## config.mk

```make
export PLATFORM = sky130hd
export DESIGN_NAME = sf2_issue_scheduler
export DESIGN_NICKNAME = d
export VERILOG_FILES = /design/src/rtl/sf2_issue_scheduler.sv
export SDC_FILE = /design/constraint.sdc
export NUM_CORES = 1
export LEC_CHECK = 0
export ABC_AREA = 1
export CAP_MARGIN = 20
export CORE_AREA = 2 2 399 401
export DETAILED_ROUTE_END_ITERATION = 10
export DIE_AREA = 0 0 401 403
export GPL_ROUTABILITY_DRIVEN = 1
export HOLD_SLACK_MARGIN = 0.1
export PLACE_DENSITY = 0.4
export SLEW_MARGIN = 30
export SYNTH_ARGS = -nofsm -noshare
export SYNTH_HDL_FRONTEND = slang
export SYNTH_SLANG_ARGS = --single-unit
```

## constraint.sdc

```tcl
create_clock -name clk -period 3.6 [get_ports clk]
set_clock_uncertainty 0.2 [all_clocks]
set_input_delay 0.36 -clock clk [delete_from_list [all_inputs] [get_ports clk]]
set_output_delay 0.36 -clock clk [all_outputs]
set_load 0.02 [all_outputs]
```

## src/rtl/sf2_issue_scheduler.sv

```systemverilog
// Issue scheduler for the SF2 shift/rotate unit: round-robin arbitration between two
// requesters, a 4-stage in-flight scoreboard for RAW blocking, and flush sequencing.
module sf2_issue_scheduler #(
    parameter logic [0:2]  UNIT_ID     = 3'd4,
    parameter int unsigned STALL_CNT_W = 16
) (
    input  logic                     clk,
    input  logic                     reset,
    input  logic                     flush,
    input  logic                     req0_valid,
    output logic                     req0_ready,
    input  logic [0:10]              req0_opcode,
    input  logic [0:127]             req0_ra,
    input  logic [0:127]             req0_rb,
    input  logic [0:6]               req0_imm,
    input  logic [0:6]               req0_rt,
    input  logic [0:6]               req0_ra_addr,
    input  logic [0:6]               req0_rb_addr,
    input  logic                     req1_valid,
    output logic                     req1_ready,
    input  logic [0:10]              req1_opcode,
    input  logic [0:127]             req1_ra,
    input  logic [0:127]             req1_rb,
    input  logic [0:6]               req1_imm,
    input  logic [0:6]               req1_rt,
    input  logic [0:6]               req1_ra_addr,
    input  logic [0:6]               req1_rb_addr,
    output logic [0:127]             sf2_data_ra,
    output logic [0:127]             sf2_data_rb,
    output logic [0:6]               sf2_immediate,
    output logic [0:6]               sf2_addr_rt,
    output logic [0:10]              sf2_opcode,
    output logic                     sf2_flush,
    input  logic [0:138]             sf2_out_data,
    output logic                     busy,
    output logic [0:STALL_CNT_W-1]   stall_cycles
);

    localparam logic [0:STALL_CNT_W-1] STALL_ONE = STALL_CNT_W'(1);

    // Scoreboard: p0 = issue register, p1 = result_reg, p2 = result_reg_1, p3 = out_data.
    logic                   r_vld_p0, r_vld_p1, r_vld_p2, r_vld_p3;
    logic [0:6]             r_rt_p0, r_rt_p1, r_rt_p2, r_rt_p3;
    logic                   r_flush_d;
    logic                   r_rr_ptr;
    logic [0:STALL_CNT_W-1] r_stall;
    logic [0:127]           r_sf2_ra, r_sf2_rb;
    logic [0:6]             r_sf2_imm, r_sf2_rt;
    logic [0:10]            r_sf2_op;

    logic [0:3]   w_sb_vld;
    logic [0:27]  w_sb_rt;
    logic         w_haz0, w_haz1;
    logic         w_elig0, w_elig1;
    logic         w_gnt0, w_gnt1, w_xfer;
    logic         w_sf2_flush;
    logic [0:10]  w_pl_op;
    logic [0:127] w_pl_ra, w_pl_rb;
    logic [0:6]   w_pl_imm, w_pl_rt;
    logic         w_unused_ok;

    function automatic logic f_is_rr(input logic [0:10] op);
        return op[4:6] != 3'b111;
    endfunction

    function automatic logic f_sb_hit(input logic [0:6] addr, input logic [0:3] vld,
                                      input logic [0:27] rts);
        logic hit;
        hit = 1'b0;
        for (int i = 0; i < 4; i++) begin
            if (vld[i] && (rts[i*7 +: 7] == addr)) hit = 1'b1;
        end
        return hit;
    endfunction

    function automatic logic [0:STALL_CNT_W-1] f_sat_inc(input logic [0:STALL_CNT_W-1] v);
        return (&v) ? v : v + STALL_ONE;
    endfunction

    assign w_sb_vld = {r_vld_p0, r_vld_p1, r_vld_p2, r_vld_p3};
    assign w_sb_rt  = {r_rt_p0, r_rt_p1, r_rt_p2, r_rt_p3};

    assign w_haz0 = f_sb_hit(req0_ra_addr, w_sb_vld, w_sb_rt)
                  | (f_is_rr(req0_opcode) & f_sb_hit(req0_rb_addr, w_sb_vld, w_sb_rt));
    assign w_haz1 = f_sb_hit(req1_ra_addr, w_sb_vld, w_sb_rt)
                  | (f_is_rr(req1_opcode) & f_sb_hit(req1_rb_addr, w_sb_vld, w_sb_rt));

    assign w_elig0 = req0_valid & ~w_haz0 & ~flush & ~reset;
    assign w_elig1 = req1_valid & ~w_haz1 & ~flush & ~reset;

    // r_rr_ptr = 0 prefers req0 on a tie, 1 prefers req1.
    assign w_gnt0 = w_elig0 & (~w_elig1 | ~r_rr_ptr);
    assign w_gnt1 = w_elig1 & (~w_elig0 |  r_rr_ptr);
    assign w_xfer = w_gnt0 | w_gnt1;

    assign req0_ready = w_gnt0;
    assign req1_ready = w_gnt1;

    // A flush kills result_reg on the flush edge and again on the following edge.
    assign w_sf2_flush = ~reset & (flush | r_flush_d);

    always_comb begin
        w_pl_op  = '0;
        w_pl_ra  = '0;
        w_pl_rb  = '0;
        w_pl_imm = '0;
        w_pl_rt  = '0;
        if (w_gnt0) begin
            w_pl_op  = req0_opcode;
            w_pl_ra  = req0_ra;
            w_pl_rb  = req0_rb;
            w_pl_imm = req0_imm;
            w_pl_rt  = req0_rt;
        end else if (w_gnt1) begin
            w_pl_op  = req1_opcode;
            w_pl_ra  = req1_ra;
            w_pl_rb  = req1_rb;
            w_pl_imm = req1_imm;
            w_pl_rt  = req1_rt;
        end
    end

    always_ff @(posedge clk) begin
        if (reset) begin
            r_vld_p0  <= 1'b0;
            r_vld_p1  <= 1'b0;
            r_vld_p2  <= 1'b0;
            r_vld_p3  <= 1'b0;
            r_flush_d <= 1'b0;
            r_rr_ptr  <= 1'b0;
            r_stall   <= '0;
            r_sf2_op  <= '0;
            r_sf2_ra  <= '0;
            r_sf2_rb  <= '0;
            r_sf2_imm <= '0;
            r_sf2_rt  <= '0;
        end else begin
            r_flush_d <= flush;
            r_vld_p0  <= w_xfer;
            r_vld_p1  <= r_vld_p0;
            r_vld_p2  <= r_vld_p1 & ~w_sf2_flush;
            r_vld_p3  <= r_vld_p2;
            r_sf2_op  <= w_pl_op;
            r_sf2_ra  <= w_pl_ra;
            r_sf2_rb  <= w_pl_rb;
            r_sf2_imm <= w_pl_imm;
            r_sf2_rt  <= w_pl_rt;
            if (w_xfer) r_rr_ptr <= w_gnt0;
            if ((req0_valid | req1_valid) && !w_xfer) r_stall <= f_sat_inc(r_stall);
        end
    end

    // Destination tags only matter while the matching valid bit is set.
    always_ff @(posedge clk) begin
        r_rt_p0 <= w_pl_rt;
        r_rt_p1 <= r_rt_p0;
        r_rt_p2 <= r_rt_p1;
        r_rt_p3 <= r_rt_p2;
    end

    assign sf2_data_ra   = r_sf2_ra;
    assign sf2_data_rb   = r_sf2_rb;
    assign sf2_immediate = r_sf2_imm;
    assign sf2_addr_rt   = r_sf2_rt;
    assign sf2_opcode    = r_sf2_op;
    assign sf2_flush     = w_sf2_flush;
    assign busy          = |w_sb_vld;
    assign stall_cycles  = r_stall;

    assign w_unused_ok = ^{sf2_out_data[0:127], sf2_out_data[131]};

    always @(posedge clk) begin
        if (!reset && r_vld_p3) begin
            assert ((sf2_out_data[132:138] == r_rt_p3) && (sf2_out_data[128:130] == UNIT_ID))
            else $error("sf2_out_data tag %h/%h does not match scoreboard rt %h",
                        sf2_out_data[128:130], sf2_out_data[132:138], r_rt_p3);
        end
    end

endmodule
```

[Yosys cells after proc, flatten, opt, wreduce, memory -nomap -nowiden]
Index checks and enable logic that the tools add are counted.
Cells by class
  add/subtract/negate cells: 1
  equal/unequal tests: 18
  multiplexer cells: 26
  bitwise gates (word level): 28
  reduce and logical (&&, ||, !) cells: 21
Operators by type and width (count)
  $mux 128: 4
  $eq 7x7->1: 16
  $mux 7: 4
  $mux 11: 2
  $logic_and 1x1->1: 17
  $add 16x1->16 const B: 1
  $mux 1: 16
  $reduce_and 16->1: 1
  $and 1x1->1: 12
  $not 1->1: 9
  $or 1x1->1: 7
  $ne 3x3->1 const B: 2
  $reduce_or 4->1: 1
  $reduce_and 2->1: 1
  $logic_not 1->1: 1
Storage, ports and cells
  register bits after elaboration: 331
  word-level logic and storage cells: 110

[Longest topological paths before layout]
  word-level depth: 19
  mapped depth: 18
  mapped depth without buffers: 16

[Worst setup path after synthesis]
Ideal clock, no wire load.
  kind: register -> register
  start: reg r_stall (netlist bit stall_cycles[15])
  end: reg r_stall (netlist bit stall_cycles[9])
  setup time: 0.070 ns
  data arrival time: 1.889 ns
  path slack: 1.441 ns
  stages on the path, launching flop included: 11
  clock period less this slack: 2.159 ns
  path through: dfxtp_1 ha_1 nand2_1 nor3_2 nand2_1 nor3_2 nand2_1 nand4_1 buf_2 nand2_1 a21oi_1
On the way
  word-level cells in the longest chain between the ends: 3
  elaborated cells between the ends (all ways): 4
  classes of those cells: add/sub (1); bitwise (1); reduce/logical (2)
Ends and longest elaborated chain
  from (decl): line 46  | logic [0:STALL_CNT_W-1] r_stall;
  from (signal assigned): line 149  | if ((req0_valid | req1_valid) && !w_xfer) r_stall <= f_sat_inc(r_stall);
  parallel branches: the longest is 3 deep, another holds $add 16x1->16
Several ways; the timed one is not identified.
A chain may end at the register's enable or synchronous reset.

[Final worst setup path]
  start: in flush
  end: out req1_ready
On the way
  word-level cells in the longest chain between the ends: 6
  elaborated cells between the ends (all ways): 8
  classes of those cells: bitwise (8)
Ends and longest elaborated chain
  from (decl): line 9  | input logic flush,
  $not 1->1 (*): line 88, 89
  $and 1x1->1 (2 in series): line 88  | assign w_elig0 = req0_valid & ~w_haz0 & ~flush & ~reset;
  $not 1->1: line 93  | assign w_gnt1 = w_elig1 & (~w_elig0 | r_rr_ptr);
  $or 1x1->1: line 93
  $and 1x1->1 (*): line 93
  to (decl): line 20  | output logic req1_ready,
Every way passes the cells marked *; elsewhere a longest branch is shown, timed or not.

==> flow_summary.ini <==
[global_routing]
grt_overflow_total = 0
grt_use_total = 0.1210
antenna_found_initial = 30
grt_max_degree = 50
first_global_vias = 17598
grt_pass1_wl_mm = 136.5

[layout]
stdcell_count = 5348
area_delta_synth_final_pct = 141.0
finish.utilization = 0.1964
drive_above_1_share = 0.05895
layout.nets = 3968

[synthesis]
yosys_warnings = 0
synth.distinct_cells = 25
seq_area_frac_synth = 0.5165
synth_nets = 2567
syn_area_mm2 = 0.01283
syn_area_per_cell_um2 = 7.003
synth_cells = 1832
ys_ff_latch = 331

[setup_path]
worstPathRequired_ns = 3.04
worst-path-buf-inv = 7
crit_path_cell_trace = dlygate4sd3_1 -> clkdlybuf4s50_1 -> inv_1 -> nand2_1 -> nor2_1 -> nand3_1 -> nor2_1 -> nand2_2 -> buf_4 -> o21ai_4 -> inv_8 -> buf_4 -> buf_4
critPathTopFamily = buffers and inverters
reg2reg_slack_ns = 0.26
cp.arrival_ns = 2.86
cp_common_cell = buf_4
critPathCaptureType = output port
cp_max_fo = 14
max_stage_delay_ns = 0.55
start_kind = input port
r2r_end = sf2_data_rb[1]
criticalPathCategory = input port to output port
timing.rr.start = r_rt_p0[0]
slowest_stage = dlygate4sd3_1
r2r_cells = 17

[floorplanning]
die_area_mm2 = 0.1616
coreArea_mm2 = 0.1575
fp.dieH_um = 403
ioPinCount = 1035
die_w_um = 401
rows = 146
initial_utilization = 0.08148

[power_and_ir_drop]
ir_worst_vdd_mv = 0.2582
power.leakage_uw = 0.01335
power_density_mw_per_mm2 = 371.7

[placement]
dp_hpwl_mm = 84.80
place_congestion = 0.8818
io_buffers = 895
placedCellCount = 4809
pre_cts_ws_ns = -0.01648

[hold_path]
min-delay-start = req0_rb[78]
min_to = sf2_data_rb[78]
holdCritPathClass = input port to flop
hold_depth = 3

[sta]
finalSetupViolations = 0
clock.fmax_mhz = 292.5
whs_ns = 0.1363
relSlewSlack = 0.4599
period_share = 0.9498
grt_setup_unrepaired = false
hold_viol_final = 0
fin_ws_ns = 0.1809
tightestPinTransition_ns = 0.8076
min_period_ns = 3.419
drv_slew = 0

[detailed_routing]
wire_per_inst_um = 18.97
antenna_left = 0
drt_iter0_drc = 752
drcViolationCount = 0
vias = 16974
first_pass_iters = 5
wirelength_mm = 101.4
routed_via_density = 3.174

[clock_network]
root_buffer = clkbuf_16
cts_tree = yes
clock_latency_ns = 0.63
cts_buffers = 49
cts_sinks = 331
clk_path_buf_depth = 3
htree_levels = 2
path_clk_slew_ns = 0.06

[flow_run]
cap_violations = 0

[outcome]
status = finished, final reports clean
## repair_timing
action	in CTS	in global routing
hold buffers	445	0
endpoints found under the hold margin	251	0
endpoints found under the setup margin	2	8
buffers inserted	0	0
gates resized for setup	9	7
## sequential cells by signal, indices dropped and copies added (netlist names), 7 cells and up
name / count
sf2_data_ra: 128
sf2_opcode: 11
sf2_data_rb: 128
r_rt_p0: 7
r_rt_p1: 7
stall_cycles: 16
sf2_immediate: 7
sf2_addr_rt: 7
r_rt_p3: 7
r_rt_p2: 7
## stage by stage
step | cell area [um2] | setup TNS, ns | total power (uW)
floorplan | 12830 | 0 | 4569
global placement | 24700 | -0.01679 | 6023
detailed placement | 24700 | -0.01648 | 6020
CTS | 30900 | 0 | 11770
global route | 30920 | 0 | 12020
finish | 30920 | 0 | 11490
## tightest hold or removal path: stages
cell and delay (ns):
clkdlybuf4s50_1 0.45, nand2_1 0.10, nand2_1 0.05
## cell usage after synthesis
cell	count	area [um2]
nand2_1	1132	4249
dfxtp_1	331	6626
nor2_1	93	349.1
inv_1	68	255.2
nand3_1	30	150.1
buf_6	23	259.0
buf_2	22	110.1
a21oi_1	20	100.1
buf_4	19	142.6
o21ai_0	18	90.09
inv_2	15	56.30
nand4_1	13	81.33
xor2_1	11	96.34
xnor2_1	10	87.58
nor3_1	6	30.03
o211ai_1	5	37.54
clkbuf_1	3	11.26
o21ai_1	3	15.01
nand2_2	2	12.51
nor3_2	2	20.02
o22ai_1	2	12.51
ha_1	1	12.51
nand3b_1	1	7.510
nor2_4	1	11.26
nor4_1	1	6.260
## logic make-up after synthesis
logic type / share of synthesized area
AO/OA/AOI/OAI: 0.01990
XOR/XNOR: 0.01434
adder cells (fa/ha/maj): 0.0009751
buffers and inverters: 0.06505
flip-flops: 0.5165
AND/OR/NAND/NOR: 0.3833
## cell type report
cell class              count  area [um2]
flip-flops and latches    331        6639
clock inverters            22       319.1
inverters                  83       326.6
well taps                2072        2592
diodes                      2       5.005
clock buffers              70        1415
fillers                 17768      126500
multi-input cells        1351        5380
repair buffers           1417       14240
## how the worst max path moves through the flow
stage,startpoint,end,depth (start not counted)
after floorplan,stall_cycles[15],stall_cycles[9],10
after global placement,req0_rb_addr[4],sf2_data_ra[4],17
after detailed placement,req0_rb_addr[4],sf2_data_ra[4],17
after CTS,r_rt_p2[1],req1_ready,14
after global routing,r_rt_p2[4],sf2_data_ra[102],19
final,flush,req1_ready,13
## layout by cell type (no fill, tap or decap), types with 2 or more instances in the layout
cell,netlist,final
nand2_1,1132,1132
clkdlybuf4s50_1,0,893
dlygate4sd3_1,0,445
dfxtp_1,331,321
nor2_1,93,93
inv_1,68,66
buf_4,19,58
clkbuf_16,0,49
nand3_1,30,30
a21oi_1,20,20
buf_12,0,19
o21ai_0,18,18
inv_2,15,15
nand4_1,13,13
xor2_1,11,11
clkbuf_8,0,11
xnor2_1,10,10
clkbuf_1,3,10
dfxtp_2,0,10
clkinv_2,0,7
nor3_1,6,6
o211ai_1,5,5
bufinv_16,0,5
inv_6,0,3
clkinvlp_4,0,3
diode_2,0,2
nor3_2,2,2
o21ai_1,3,2
o22ai_1,2,2
nand2_2,2,2
inv_8,0,2
clkinv_16,0,2
## power by group
group	internal (uW)	switching [uW]
Clock	3120	2070
Sequential	3850	105
Combinational	1340	1010
Total	8310	3190
## per-layer routing
metal	vias up	wire, um	global-route usage	part of all wire
li1	8341	-	-	-
met1	7880	41070	0.1393	0.40
met2	600	50050	0.2136	0.49
met3	137	7228	0.03684	0.071
met4	16	2996	0.03668	0.030
met5	-	94	0	0.00093
Power figures use the tool's default switching activity.
